**src/rtl/led_pwm_sequencer_if.sv**
```systemverilog
// Control/status bundle for the LED sequencer: run enable and mode select in, LED pin drive out.
interface led_pwm_sequencer_if;
    logic       en;
    logic [1:0] mode;
    logic [1:0] led;

    modport master (
        output en,
        output mode,
        input  led
    );

    modport slave (
        input  en,
        input  mode,
        output led
    );
endinterface

```
**src/rtl/led_pwm_sequencer.sv**
```systemverilog
// Mode-controlled LED sequencer: off, solid, square-wave blink, or PWM breathing,
// paced by a prescaled step tick and a free-running PWM counter.
module led_pwm_sequencer #(
    parameter int PRESCALE    = 1000000,
    parameter int PWM_BITS    = 8,
    parameter int STEP        = 1,
    parameter int HOLD_TICKS  = 64,
    parameter int BLINK_TICKS = 12
) (
    input  logic                  clk,
    input  logic                  rst_n,
    led_pwm_sequencer_if.slave    ctrl
);

    localparam int PRE_W   = $clog2(PRESCALE);
    localparam int HOLD_W  = (HOLD_TICKS  > 1) ? $clog2(HOLD_TICKS)  : 1;
    localparam int BLINK_W = (BLINK_TICKS > 1) ? $clog2(BLINK_TICKS) : 1;

    localparam logic [PRE_W-1:0]    PRE_LAST   = PRE_W'(PRESCALE - 1);
    localparam logic [HOLD_W-1:0]   HOLD_LAST  = HOLD_W'(HOLD_TICKS - 1);
    localparam logic [BLINK_W-1:0]  BLINK_LAST = BLINK_W'(BLINK_TICKS - 1);
    localparam logic [PWM_BITS-1:0] DUTY_MAX   = '1;
    localparam logic [PWM_BITS-1:0] STEP_V     = PWM_BITS'(STEP);

    typedef enum logic [1:0] {
        RAMP_UP = 2'd0,
        HOLD_HI = 2'd1,
        RAMP_DN = 2'd2,
        HOLD_LO = 2'd3
    } state_e;

    logic [PRE_W-1:0]    prescale_q,  prescale_d;
    logic [PWM_BITS-1:0] pwm_q,       pwm_d;
    logic [PWM_BITS-1:0] duty_q,      duty_d;
    state_e              state_q,     state_d;
    logic [HOLD_W-1:0]   hold_q,      hold_d;
    logic [BLINK_W-1:0]  blink_cnt_q, blink_cnt_d;
    logic                blink_q,     blink_d;
    logic [1:0]          led_q,       led_d;

    logic                tick;
    logic [PWM_BITS:0]   up_sum;
    logic [PWM_BITS-1:0] duty_up;
    logic [PWM_BITS-1:0] duty_dn;
    logic [PWM_BITS-1:0] duty_inv;
    logic                pwm_a;
    logic                pwm_b;

    // Prescaler and PWM counter both stall while disabled so the step phase survives a freeze.
    always_comb begin
        tick       = ctrl.en && (prescale_q == PRE_LAST);
        prescale_d = prescale_q;
        pwm_d      = pwm_q;
        if (ctrl.en) begin
            prescale_d = tick ? '0 : prescale_q + 1'b1;
            pwm_d      = pwm_q + 1'b1;
        end
    end

    // Saturating duty arithmetic; the extra sum bit catches overflow past full scale.
    always_comb begin
        up_sum  = {1'b0, duty_q} + {1'b0, STEP_V};
        duty_up = (up_sum > {1'b0, DUTY_MAX}) ? DUTY_MAX : up_sum[PWM_BITS-1:0];
        duty_dn = (duty_q < STEP_V) ? '0 : duty_q - STEP_V;
    end

    always_comb begin
        state_d = state_q;
        duty_d  = duty_q;
        hold_d  = hold_q;
        if (tick) begin
            unique case (state_q)
                RAMP_UP: begin
                    duty_d = duty_up;
                    if (duty_up == DUTY_MAX) begin
                        state_d = HOLD_HI;
                        hold_d  = '0;
                    end
                end
                HOLD_HI: begin
                    if (hold_q == HOLD_LAST) begin
                        state_d = RAMP_DN;
                        hold_d  = '0;
                    end else begin
                        hold_d = hold_q + 1'b1;
                    end
                end
                RAMP_DN: begin
                    duty_d = duty_dn;
                    if (duty_dn == '0) begin
                        state_d = HOLD_LO;
                        hold_d  = '0;
                    end
                end
                HOLD_LO: begin
                    if (hold_q == HOLD_LAST) begin
                        state_d = RAMP_UP;
                        hold_d  = '0;
                    end else begin
                        hold_d = hold_q + 1'b1;
                    end
                end
                default: begin
                    state_d = RAMP_UP;
                    hold_d  = '0;
                end
            endcase
        end
    end

    always_comb begin
        blink_cnt_d = blink_cnt_q;
        blink_d     = blink_q;
        if (tick) begin
            if (blink_cnt_q == BLINK_LAST) begin
                blink_cnt_d = '0;
                blink_d     = ~blink_q;
            end else begin
                blink_cnt_d = blink_cnt_q + 1'b1;
            end
        end
    end

    // LED b uses the complementary duty so the two LEDs breathe in opposition.
    always_comb begin
        duty_inv = DUTY_MAX - duty_q;
        pwm_a    = (pwm_q < duty_q);
        pwm_b    = (pwm_q < duty_inv);
        led_d    = 2'b00;
        if (ctrl.en) begin
            unique case (ctrl.mode)
                2'd0:    led_d = 2'b00;
                2'd1:    led_d = 2'b01;
                2'd2:    led_d = {~blink_q, blink_q};
                2'd3:    led_d = {pwm_b, pwm_a};
                default: led_d = 2'b00;
            endcase
        end
    end

    always_ff @(posedge clk or negedge rst_n) begin
        if (!rst_n) begin
            prescale_q  <= '0;
            pwm_q       <= '0;
            duty_q      <= '0;
            state_q     <= RAMP_UP;
            hold_q      <= '0;
            blink_cnt_q <= '0;
            blink_q     <= 1'b0;
            led_q       <= 2'b00;
        end else begin
            prescale_q  <= prescale_d;
            pwm_q       <= pwm_d;
            duty_q      <= duty_d;
            state_q     <= state_d;
            hold_q      <= hold_d;
            blink_cnt_q <= blink_cnt_d;
            blink_q     <= blink_d;
            led_q       <= led_d;
        end
    end

    assign ctrl.led = led_q;

endmodule

```
**src/flat_wrapper.sv**
```systemverilog
// flat-port wrapper written by rule: the top's interface ports become plain ports
module led_pwm_sequencer_flat 
#(
    parameter int PRESCALE    = 1000000,
    parameter int PWM_BITS    = 8,
    parameter int STEP        = 1,
    parameter int HOLD_TICKS  = 64,
    parameter int BLINK_TICKS = 12
)
  (clk, rst_n, ctrl_en, ctrl_mode, ctrl_led);
  led_pwm_sequencer_if ctrl_i ();
  input  logic clk;
  input  logic rst_n;
  input wire logic [$bits(ctrl_i.en)-1:0] ctrl_en;
  input wire logic [$bits(ctrl_i.mode)-1:0] ctrl_mode;
  output wire logic [$bits(ctrl_i.led)-1:0] ctrl_led;
  assign ctrl_i.en = ctrl_en;
  assign ctrl_i.mode = ctrl_mode;
  assign ctrl_led = ctrl_i.led;
  led_pwm_sequencer #(.PRESCALE(PRESCALE), .PWM_BITS(PWM_BITS), .STEP(STEP), .HOLD_TICKS(HOLD_TICKS), .BLINK_TICKS(BLINK_TICKS)) u_core (.clk(clk), .rst_n(rst_n), .ctrl(ctrl_i));
endmodule
```
**config.mk**
```make
export PLATFORM = sky130hd
export DESIGN_NAME = led_pwm_sequencer_flat
export DESIGN_NICKNAME = d
export VERILOG_FILES = /design/src/rtl/led_pwm_sequencer_if.sv /design/src/rtl/led_pwm_sequencer.sv /design/src/flat_wrapper.sv
export SDC_FILE = /design/constraint.sdc
export NUM_CORES = 1
export LEC_CHECK = 0
export ABC_CLOCK_PERIOD_IN_PS = 2900
export CAP_MARGIN = 20
export CORE_MARGIN = 5
export CORE_UTILIZATION = 56
export CTS_CLUSTER_DIAMETER = 150
export DETAILED_ROUTE_END_ITERATION = 8
export HOLD_SLACK_MARGIN = 0.08
export PLACE_DENSITY = 0.76
export SLEW_MARGIN = 20
export SYNTH_ARGS = -nofsm -noshare
export SYNTH_HDL_FRONTEND = slang
export SYNTH_SLANG_ARGS = --single-unit
```
**constraint.sdc**
```tcl
create_clock -name clk -period 2.9 [get_ports clk]
set_input_delay 0.58 -clock clk [delete_from_list [all_inputs] [get_ports clk]]
set_output_delay 0.58 -clock clk [all_outputs]
set_load 0.01 [all_outputs]
```
== Word-level counts from Yosys, hierarchy flattened ==
Cells that the tools add are included.
Storage, ports and cells
  bits in registers: 51
  input bits: 5
  output and inout bits: 2
  logic and storage cells: 60
Cells by class
  add/sub/neg operators: 7
  $lt $le $gt $ge: 4
  equality and inequality tests: 14
  muxes and demuxes: 16
  bitwise gates (word level): 1
  reduce and logical (&&, ||, !) cells: 10
Operator list (count)
  $add A20 B1 Y20 const B: 1
  $eq A20 B20 Y1 const B: 1
  $mux W20: 1
  $mux W6: 3
  $pmux W6 S3: 1
  $lt A8 B8 Y1: 2
  $mux W8: 2
  $pmux W2 S4: 2
  $pmux W8 S2: 1
  $mux W2: 5
  $add A8 B1 Y9 const B: 1
  $gt A9 B8 Y1 const B: 1
  $add A8 B1 Y8 const B: 1
  $eq A2 B2 Y1 const B: 4
  $eq A8 B8 Y1 const B: 1
  $logic_not A8 Y1: 1
  $lt A8 B1 Y1 const B: 1
  $ne A2 B1 Y1 const B: 4
  $sub A8 B1 Y8 const B: 1
  $sub A8 B8 Y8 const A: 1
  $add A6 B1 Y6 const B: 1
  $eq A6 B6 Y1 const B: 1
  $reduce_and A5 Y1: 1
  $add A4 B1 Y4 const B: 1
  10 further kinds: 13

== Logic depth before layout (Yosys ltp) ==
  depth in word-level cells: 6
  gate-level depth with buffers: 10
  mapped depth without buffers: 8

== Worst setup path after synthesis ==
Ideal clock, no wire load.
  path type: register -> register
  start: reg u_core.duty_q[0]
  end: reg u_core.state_q[1]
  setup time: 128 ps
  data arrival time: 2946 ps
  data required time: 2772 ps
  slack: -173 ps
  cell stages (with the launch flop): 11
  path buffers: 2
  period minus slack after synthesis: 3073 ps
  cells stage by stage: dfrtp_1 -> clkbuf_1 -> inv_1 -> ha_1 -> or4b_1 -> o41ai_1 -> a21oi_1 -> or4b_1 -> buf_2 -> nor2_2 -> mux2_1
Between the ends
  cells in the longest elaborated chain, start to end: 6
  elaborated cells on any way between the ends: 11
  those cells by class: 2 x add/sub; 2 x order compare; 3 x eq/ne; 2 x mux; 2 x reduce/logical
Ends and longest elaborated chain
  start, declared: RTL line led_pwm_sequencer.sv:34  | logic [PWM_BITS-1:0] duty_q, duty_d;
  start signal, assigned: RTL line led_pwm_sequencer.sv:154  | duty_q <= duty_d;
  $add A8 B1 Y9: RTL line led_pwm_sequencer.sv:62  | up_sum = {1'b0, duty_q} + {1'b0, STEP_V};
  $gt A9 B8 Y1: RTL line led_pwm_sequencer.sv:63  | duty_up = (up_sum > {1'b0, DUTY_MAX}) ? DUTY_MAX : up_sum[PWM_BITS-1:0];
  $mux W8: RTL line led_pwm_sequencer.sv:63
  $eq A8 B8 Y1: RTL line led_pwm_sequencer.sv:75  | if (duty_up == DUTY_MAX) begin
  $ne A2 B1 Y1 (no source line)
  $reduce_and A5 Y1 (no source line) *
  end signal, assigned: RTL line led_pwm_sequencer.sv:155  | state_q <= state_d;
  end, declared: RTL line led_pwm_sequencer.sv:35  | state_e state_q, state_d;
Mark *: on every way between the ends. The rest lies on a longest branch, timed or not.
A chain may end at the register's enable or synchronous reset.

== Worst setup path after layout ==
  start: reg u_core.duty_q[1]
  end: reg u_core.hold_q[2]
Between the ends
  cells in the longest elaborated chain, start to end: 6
  elaborated cells on any way between the ends: 11
  those cells by class: 2 x add/sub; 2 x order compare; 3 x eq/ne; 2 x mux; 2 x reduce/logical
Ends and longest elaborated chain
  $add A8 B1 Y9: RTL line led_pwm_sequencer.sv:62
  $gt A9 B8 Y1: RTL line led_pwm_sequencer.sv:63
  $mux W8: RTL line led_pwm_sequencer.sv:63
  $eq A8 B8 Y1: RTL line led_pwm_sequencer.sv:75
  $ne A2 B1 Y1 (no source line)
  $reduce_and A3 Y1 (no source line) *
  end signal, assigned: RTL line led_pwm_sequencer.sv:156  | hold_q <= hold_d;
  end, declared: RTL line led_pwm_sequencer.sv:36  | logic [HOLD_W-1:0] hold_q, hold_d;
Marks and branches as above.

==> impl_summary.log <==
[metrics] maximum resistive drop on vdd: 0.0004076 V
[metrics] count of unresolved DRC violations after routing: 0
[metrics] proportion of netlist area held by the largest area contributor: 40.03%
[metrics] chip width: approximately 85 microns
[metrics] Final Worst Setup Slack: 0.1231 ns
[metrics] effective utilization at floorplan: a little under 60%
[metrics] post-synthesis adder-cell area fraction: 9.812%
[metrics] top cells by area in the synthesized netlist: sky130_fd_sc_hd__dfrtp_1 40%, sky130_fd_sc_hd__ha_1 9.8%, sky130_fd_sc_hd__xnor2_1 5.5%
[metrics] type of the worst setup path: flop to flop
[metrics] antenna violations before repair: 0
[metrics] final number of hold-violating endpoints: 0
[metrics] summed negative setup slack over all endpoints: 0 ns
[metrics] most instantiated cells after synthesis: 51 x sky130_fd_sc_hd__dfrtp_1, 28 x sky130_fd_sc_hd__nor2_1, 25 x sky130_fd_sc_hd__ha_1, 25 x sky130_fd_sc_hd__nand2_1, 21 x sky130_fd_sc_hd__inv_1
[metrics] final-stage net count: 397
[metrics] run status: finished, final reports clean
[metrics] slew at the pin closest to its max-slew limit: around 0.7 ns
[metrics] maximum capacitance violations: 0
[metrics] capturing element type of the critical path: flop
[metrics] Placeable Area: roughly 5500 sq um
[metrics] dominant combinational cell family by area after synthesis: simple AND/OR/NAND/NOR gates
[metrics] sequential area share after synthesis: between 40% and 50%
[metrics] relative area change from synthesis to final layout: 12.21%
[metrics] total number of vias: around 2500
[metrics] XOR/XNOR share of the synthesized area: 7.967%
[metrics] ratio of final minimum period to clock period: 95.75%
[metrics] Detailed Route Iter0 Violations: 76
[metrics] Tot GR Track Use: 18.46%
[metrics] peak fanout along the critical path: 9
[metrics] share of synthesized flip-flops with an asynchronous set or reset: 100.0%
[metrics] pin count of the biggest net entering global routing: 24
[metrics] number of clock buffers inserted by TritonCTS: 5
[metrics] number of synthesized register bits: 51
[metrics] Final ANT Viol Nets: 0
[metrics] share of cells above drive strength 1: a little over an eighth
[metrics] path category of the worst min-delay check: input port to asynchronous set/reset pin
[metrics] number of different library cells in the post-synthesis netlist: 55
[metrics] synthesized-area fraction occupied by and/or/nand/nor cells: about 20%
[metrics] hold buffer count at CTS: 0
[metrics] CP most frequent cell: sky130_fd_sc_hd__or4b_4
[metrics] number of core rows: 27
[metrics] Slowest cell on crit path: sky130_fd_sc_hd__or4b_4
[metrics] total wirelength of the detailed-routed design: ~6400 microns
[metrics] worst slew margin relative to its limit: a little over half
[metrics] syn avg cell area: ~9 sq um
[metrics] detail-routed net length per standard cell: ~14 microns
[metrics] io pins: 7
[metrics] EDFF count, synth: 0
[metrics] total iterations of the first detailed-routing run: 5
[metrics] Clock H-tree levels: 2
[metrics] synthesized cell area: about 3200 sq um
[metrics] final clock skew: approximately 0.011 ns
[metrics] clock transition at the register clock pins on the worst setup and hold paths after CTS: 0.10 ns
[metrics] clock sink total: 51
[metrics] Synthesized Nets: roughly 380
[metrics] yosys warns: 0
[metrics] library cell used as clock root buffer: sky130_fd_sc_hd__clkbuf_8
[metrics] P per Cell Area: approximately 470 nW/um^2
[metrics] leakage power of the design: 0.001604 uW
[metrics] final setup violating endpoints: 0
[metrics] DIE AREA: 7302 sq um
[metrics] unrepaired setup endpoints after global routing: false
[metrics] arrival time at the worst endpoint: 3.00 ns
[metrics] GRT Residual Overflow: 0
[metrics] area fraction in compound gates after synthesis: 15.31%
[metrics] final estimated routing congestion in global placement: 0.9109
[metrics] HPWL Detailed: approximately 4800 microns
[metrics] series of cell instances along the critical path: inv_2, ha_2, or4b_4, o41ai_4, a21oi_1, or4b_4, buf_6, or2_1, o21ai_1
[metrics] most frequent cell after synthesis: sky130_fd_sc_hd__dfrtp_1
[metrics] detail-routed via count per cell: roughly 5.7
[metrics] vias in the first global route: between 2000 and 2500
[metrics] quantity of I/O buffers inserted on ports: 6
[metrics] Antenna Cells: 0
[metrics] Achievable Freq: 360.1 MHz
[metrics] mux share of post-synthesis cell area: 2.041%
[metrics] cell accounting for the most synthesized area: sky130_fd_sc_hd__dfrtp_1
[metrics] worst-skew pair later-pin latency: 0.30 ns
[metrics] Place WS: 0.009076 ns
[metrics] wire length of the first global-routing pass: 11100 microns
[metrics] post-layout minimum cycle time: around 2.8 ns
[metrics] cells after synthesis: roughly 350
[metrics] Max Buffers Root-to-Sink: 2
[metrics] Vert. Die Dim: approximately 85 microns
[metrics] required time at the worst-slack endpoint: approximately 3.1 ns
[metrics] clock tree from TritonCTS: built
[metrics] Synth Flop Type: sky130_fd_sc_hd__dfrtp_1
[metrics] maximum single-stage delay on the critical path: between 0.5 and 0.6 ns
[metrics] nature of the critical path startpoint: flop
[metrics] Pins Over Slew Limit: 0
==> worst paths after layout <==
check	slack [ns]	from	endpoint	depth (start not counted)
min in group clk	0.49	u_core.prescale_q[4]	u_core.prescale_q[4]	1
worst max-delay path	0.12	u_core.duty_q[1]	u_core.hold_q[2]	9
max in group asynchronous	2.00	rst_n	u_core.prescale_q[13]	2
worst max register to register	0.12	u_core.duty_q[1]	u_core.hold_q[2]	9
worst min-delay path	0.25	rst_n	u_core.duty_q[7]	1
worst min register to register	0.49	u_core.prescale_q[4]	u_core.prescale_q[4]	1
==> cell families after synthesis <==
family	count (synthesis)
muxes	6
AOI/OAI and AO/OA	75
adders and majority gates	25
xor gates and xnor gates	29
DFF	51
buffers and inverters	38
and+or+nand+nor	122
==> routing by layer <==
metal	global-route usage (%)	vias up	share of wire [%]
li1	-	1273	-
met1	24.07	1201	48
met2	31.92	32	49
met3	3.398	4	3.1
met4	3.885	0	0.71
met5	0	-	0
==> cells in the final DEF (no fill, tap or decap), drive strengths merged, types with 2 or more instances in the layout <==
master and instances:
a211oi 3, a21boi 2, a21oi 14, a22o 3
a31oi 5, and2 2, and3 6, buf 26
clkbuf 6, clkdlybuf4s50 5, dfrtp 51, ha 25
inv 22, mux2 4, mux2i 2, nand2 25
nand2b 4, nand3 12, nand4 10, nor2 30
nor3 12, nor4 5, o21ai 23, o22ai 3
o31ai 4, o41ai 5, or2 3, or3 4
or4 4, or4b 2, xnor2 20, xor2 9
==> per-stage QoR <==
step	instance area, sq um	hold WS [ns]	utilization (%)	std cells	power [uW]
final	3577	0.2516	64.96	440	1687
after global placement	3448	0.4605	62.62	429	1245
after global routing	3577	0.2779	64.96	440	1823
after floorplan	3212	0.2844	-	346	1155
after CTS	3545	0.2611	64.37	437	1709
after detailed placement	3448	0.4712	62.62	429	1264
==> worst max-delay path: cells and delay by family (launching register included) <==
kind	cells	cell delay, ns
and+or+nand+nor	3	1.23
AOI/OAI and AO/OA	3	0.63
DFF	1	0.40
buffers and inverters	2	0.23
adders and majority gates	1	0.19
==> cell type report <==
| class | instances | area (sq um) |
|---|---|---|
| sequential | 51 | 1276 |
| multi-input combinational | 257 | 1789 |
| fill | 446 | 1929 |
| timing repair buffer | 31 | 246.5 |
| tap | 72 | 90.09 |
| clock buffer | 6 | 82.58 |
| inverter | 21 | 78.83 |
| clock inverter | 2 | 13.76 |
==> repair_timing <==
item,4_1_cts,5_1_grt
gates resized for setup,0,4
setup endpoints to repair,0,2
buffers inserted,0,3
==> power by group <==
part	switching (uW)	internal, uW	total (uW)
Clock	237	196	433
Combinational	160	176	335
Sequential	119	800	919
==> state kept, by name (all words and copies together), names as in the netlist <==
signal	cells
u_core.prescale_q	20
u_core.duty_q	8
u_core.pwm_q	8
u_core.hold_q	6
u_core.blink_cnt_q	4
u_core.ctrl.led	2
u_core.state_q	2
u_core.blink_q	1
Power figures use the tool's default switching activity.
